===== config.mk =====
export PLATFORM = sky130hd
export DESIGN_NAME = stack_multi_sequencer
export DESIGN_NICKNAME = d
export VERILOG_FILES = /design/src/rtl/stack_multi_sequencer.sv
export SDC_FILE = /design/constraint.sdc
export NUM_CORES = 1
export LEC_CHECK = 0
export CAP_MARGIN = 10
export CORE_ASPECT_RATIO = 1.5
export CORE_MARGIN = 5
export CORE_UTILIZATION = 32
export CTS_CLUSTER_DIAMETER = 120
export DETAILED_ROUTE_END_ITERATION = 7
export PLACE_DENSITY = 0.83
export SYNTH_ARGS = -nofsm -noshare
export SYNTH_HDL_FRONTEND = slang
export SYNTH_SLANG_ARGS = --single-unit

===== constraint.sdc =====
create_clock -name clock -period 2.8 [get_ports clock]
set_input_delay 0.56 -clock clock [delete_from_list [all_inputs] [get_ports clock]]
set_output_delay 0.56 -clock clock [all_outputs]
set_load 0.02 [all_outputs]

===== src/rtl/stack_multi_sequencer.sv =====
// Multi-register push/pop sequencer: walks a register mask, adjusting the stack
// pointer through the register file and moving data over a req/ack memory port.
module stack_multi_sequencer #(
   parameter int DATA_WIDTH  = 32,
   parameter int INDEX_WIDTH = 4,
   parameter int REG_COUNT   = 16
) (
   input  logic                   clock,
   input  logic                   reset,
   input  logic                   start,
   input  logic                   op,
   input  logic [INDEX_WIDTH-1:0] sp_index,
   input  logic [REG_COUNT-1:0]   reg_mask,
   output logic                   busy,
   output logic                   done,
   output logic                   rf_write,
   output logic [INDEX_WIDTH-1:0] rf_write_index,
   output logic [DATA_WIDTH-1:0]  rf_write_data,
   output logic                   rf_inc,
   output logic                   rf_dec,
   output logic [INDEX_WIDTH-1:0] rf_incdec_index,
   output logic [INDEX_WIDTH-1:0] rf_read_a_index,
   input  logic [DATA_WIDTH-1:0]  rf_read_a_data,
   output logic [INDEX_WIDTH-1:0] rf_read_b_index,
   input  logic [DATA_WIDTH-1:0]  rf_read_b_data,
   output logic                   mem_req,
   output logic                   mem_write,
   output logic [DATA_WIDTH-1:0]  mem_addr,
   output logic [DATA_WIDTH-1:0]  mem_wdata,
   input  logic [DATA_WIDTH-1:0]  mem_rdata,
   input  logic                   mem_ack
);

   typedef enum logic [2:0] {StIdle, StDecSp, StMemWr, StMemRd, StDone} state_t;

   state_t                 state_q, state_d;
   logic                   op_q, op_d;
   logic [INDEX_WIDTH-1:0] sp_q, sp_d;
   logic [REG_COUNT-1:0]   mask_q, mask_d;
   logic [INDEX_WIDTH-1:0] cur;
   logic [REG_COUNT-1:0]   mask_clr;
   logic [REG_COUNT-1:0]   eff_mask;

   // SP is never part of the transfer set.
   assign eff_mask = reg_mask & ~(REG_COUNT'(1) << sp_index);
   assign mask_clr = mask_q & ~(REG_COUNT'(1) << cur);

   assign rf_incdec_index = sp_q;
   assign rf_read_a_index = sp_q;
   assign rf_read_b_index = cur;

   // Priority encode: highest remaining bit for push, lowest for pop.
   always_comb begin
      cur = '0;
      if (op_q) begin
         for (int i = REG_COUNT - 1; i >= 0; i--) begin
            if (mask_q[i]) cur = INDEX_WIDTH'(i);
         end
      end else begin
         for (int i = 0; i < REG_COUNT; i++) begin
            if (mask_q[i]) cur = INDEX_WIDTH'(i);
         end
      end
   end

   // State and operand registers.
   always_ff @(posedge clock) begin
      if (reset) begin
         state_q <= StIdle;
         op_q    <= 1'b0;
         sp_q    <= '0;
         mask_q  <= '0;
      end else begin
         state_q <= state_d;
         op_q    <= op_d;
         sp_q    <= sp_d;
         mask_q  <= mask_d;
      end
   end

   // Next-state and outputs; everything is forced quiet while reset is high so
   // no partial transfer or SP step lands on the reset edge.
   always_comb begin
      state_d        = state_q;
      op_d           = op_q;
      sp_d           = sp_q;
      mask_d         = mask_q;
      busy           = 1'b0;
      done           = 1'b0;
      rf_write       = 1'b0;
      rf_write_index = '0;
      rf_write_data  = '0;
      rf_inc         = 1'b0;
      rf_dec         = 1'b0;
      mem_req        = 1'b0;
      mem_write      = 1'b0;
      mem_addr       = '0;
      mem_wdata      = '0;
      if (!reset) begin
         busy = (state_q != StIdle);
         case (state_q)
            StIdle: begin
               if (start) begin
                  op_d   = op;
                  sp_d   = sp_index;
                  mask_d = eff_mask;
                  if (eff_mask == '0) state_d = StDone;
                  else if (op)        state_d = StMemRd;
                  else                state_d = StDecSp;
               end
            end
            StDecSp: begin
               rf_dec  = 1'b1;
               state_d = StMemWr;
            end
            StMemWr: begin
               mem_req   = 1'b1;
               mem_write = 1'b1;
               mem_addr  = rf_read_a_data;
               mem_wdata = rf_read_b_data;
               if (mem_ack) begin
                  mask_d  = mask_clr;
                  state_d = (mask_clr != '0) ? StDecSp : StDone;
               end
            end
            StMemRd: begin
               mem_req  = 1'b1;
               mem_addr = rf_read_a_data;
               if (mem_ack) begin
                  rf_write       = 1'b1;
                  rf_write_index = cur;
                  rf_write_data  = mem_rdata;
                  rf_inc         = 1'b1;
                  mask_d         = mask_clr;
                  state_d        = (mask_clr != '0) ? StMemRd : StDone;
               end
            end
            StDone: begin
               done    = 1'b1;
               state_d = StIdle;
            end
            default: state_d = StIdle;
         endcase
      end
   end

endmodule


==> results.md <==
* Predominant post-synthesis flop cell: dfxtp_1
* Number of antenna-violating nets in the routed design at 0
* TritonCTS Sinks at 24
* Final Hold Vio Count at 0
* WL final at 13,200 µm
* Pwr per Cell Area at 643 mW/mm²
* WL/cell at approximately 18 µm
* Iter 0 DRT Violations at 203
* FFs w/ async S/R, synth at 0%
* Row count at 41
* Critical-path cell list: clkdlybuf4s50_1 > nor2_2 > buf_6 > and2_1 > clkdlybuf4s50_1
* Max clock buf depth at 2
* Synth Register Bits at 24
* Clk root buf: clkbuf_16
* Critical Path AT at 2150 ps
* Post-synth cell types at 58
* Clock skew at about 4.2 ps
* Initial antenna violation count at 0
* MaxCap Viol Count at 0
* Period utilization at approximately 97%
* Post-synth EDFFs at 0
* Total grt overflow at 0
* Slowest library cell on the worst path: clkdlybuf4s50_1
* Drt drc at 0
* H-tree Lvls at 1
* TritonRoute pass-1 iters at 4
* Synth area leader: and2_1
* Worst hold slack at between 500 and 600 ps
* Crit path buffers/inverters at 3
* Die W at 85.3 µm
* Top Layer Used: met4
* Min cycle time layout at 2710 ps
* Share of post-route cells with drive strength above 1 at around 11%
* Static Leakage at 0.00251 µW
* Hold Buf Count CTS at 0
* Cells after DPL at 746
* Most common cell in the netlist: and2_1
* Worst setup SP type: primary input
* Run status: finished clean
* DP Wirelength at 11,100 µm
* Syn Inst Count at 400
* RD Place Congestion at ~0.97
* Num CTS Buffers at 3
* WL met1 at 4850 µm
* WS Path Type: in2out
* Die Y at around 120 µm
* Leading post-synthesis cells by cell area: and2_1 23%, dfxtp_1 18%, a21oi_1 7.2%
* Met3 WL at around 1100 µm
* Crit Path Max Fanout at 18
* Post-Syn Area at between 0.002 and 0.003 mm²
* Final Non-Filler Cells at 751
* Overall global routing resource usage at 22.5%
* Syn-to-layout area delta at 100%
* Via density at 5.29
* CP required at roughly 2200 ps
* CP delay by family, top: buffers and inverters
* Vias in the first global route at 3,891
* CTS tree: done
* Met2 wire length at 6660 µm
* Worst vdd ir at about 0.56 mV
* RSZ-0062 raised after global routing: no
* Achievable Freq at 369 MHz
* Worst-Margin Slew at roughly 560 ps
* Syn nets at 521
* Die Area at 0.0105 mm²
* First-pass GRT wire length at around 19,000 µm
* Register area share after synthesis at between 15 and 20%
* Core area at 0.00836 mm²
* Antenna cells at 0
* Top cells by count, synth: 99 x and2_1, 39 x a21oi_1, 32 x nor2_1
* Largest net degree at the start of global routing at 37
* Worst Hold Class: reg2reg
* Cell mode on critical path: clkdlybuf4s50_1
* Post-synth top area share at ~23%
* CTS clk-pin slew, worst paths at 60 ps
* Ports at 240
* Reg-to-reg slack, setup at 100 ps
* Synth Warn # at 0
* Max-slew headroom at between 60% and 70%
* Skew-Pair Late Insertion Delay at 250 ps
* Vias at 3,971
* Fin. max-slew vios at 0
* Avg Cell Area, Syn at 6.81 µm²
* CP Capture Type: output pin
* Initial Util at between 30 and 40%
* Nets@finish at about 770
* Max incr delay on CP at 630 ps
* PortBufs at 239
* Final setup viols at 0
## logic make-up after synthesis
| kind of cell | count (synthesis) | synth area share, % |
|---|---|---|
| AND/OR/NAND/NOR | 195 | 41.8 |
| AO/OA/AOI/OAI | 121 | 29.5 |
| buffers and inverters | 53 | 8.45 |
| flip-flops | 24 | 17.6 |
| multiplexers | 7 | 2.62 |
## stage by stage
| stage | util, % | total power (µW) | setup slack [ps] | area (µm²) | TNS, ps |
|---|---|---|---|---|---|
| after floorplan | - | 2100 | 189 | 2730 | 0 |
| after global placement | 64.6 | 3150 | -74.3 | 5400 | -2210 |
| after detailed placement | 64.6 | 3180 | -98.4 | 5400 | -2700 |
| after CTS | 64.7 | 3460 | 11.6 | 5410 | 0 |
| after global routing | 65.3 | 3750 | 3.17 | 5460 | 0 |
| final | 65.3 | 3510 | 89.3 | 5460 | 0 |
## what timing repair did
action | 4_1_cts | 5_1_grt
gates cloned | 0 | 1
hold endpoints to repair | 0 | 0
pin swaps | 1 | 1
endpoints found under the setup margin | 72 | 39
gates resized for setup | 75 | 18
buffers inserted | 1 | 0
## cell type report
cell class              count  area [µm²]
multi-input cells         323        2050
inverters                  15        56.3
fillers                   741        2900
clock buffers               3        75.1
repair buffers            279        2660
well taps                 107         134
flip-flops and latches     24         489
## path summary, 6_finish.rpt
check / start / to / cells after the start
setup reg to reg: mask_q[0] / state_q[2] / 9
hold reg to reg: rf_incdec_index[0] / rf_incdec_index[0] / 2
setup / recovery: reset / mem_addr[14] / 5
hold / removal: rf_incdec_index[0] / rf_incdec_index[0] / 2
## tightest hold or removal path, delay by kind of cell (launching register included)
| family | cells | cell delay (ps) |
|---|---|---|
| DFF | 1 | 350 |
| muxes | 1 | 80 |
| and+or+nand+nor | 1 | 80 |
## power breakdown
group / switching [µW] / internal [µW] / leakage (µW)
clock: 111 / 189 / 0.0000370
combinational: 1480 / 1160 / 0.00228
sequential: 143 / 428 / 0.000199
## per-layer routing
metal / global-route usage (%) / vias up
met3: 4.60 / 36
met5: 0 / -
met1: 24.7 / 1809
met2: 41.2 / 209
met4: 9.80 / 0
li1: - / 1917
## state kept, by name (all words and copies together), names as in the netlist
| register | flops |
|---|---|
| op_q | 1 |
| mask_q | 16 |
| rf_incdec_index | 4 |
| state_q | 3 |
## layout by cell type, fill, tap and decap left out, types with 2 or more instances in the layout
master and count:
buf_6 2, o311ai_0 5, nor3_1 8, buf_4 36, o211ai_1 7, dfxtp_1 17
a22oi_1 2, dfxtp_2 7, a211oi_1 2, nand2_1 9, nor3b_1 2, inv_1 13
o21ai_0 20, nor2_1 31, a21oi_1 39, o31a_1 3, a2111o_1 2, dlygate4sd2_1 69
inv_2 2, nor4_1 7, o31ai_1 3, nand2b_1 7, or3_1 4, o21a_1 2
nor4_2 3, clkbuf_16 3, a31oi_1 8, nor3_2 2, buf_12 2, nand3_1 11
mux2i_1 6, or4_4 2, clkdlybuf4s50_1 162, dlymetal6s2s_1 8, nand4_1 2, and2_1 99
o22ai_1 10
No activity file was read; power rests on OpenSTA's default activity.
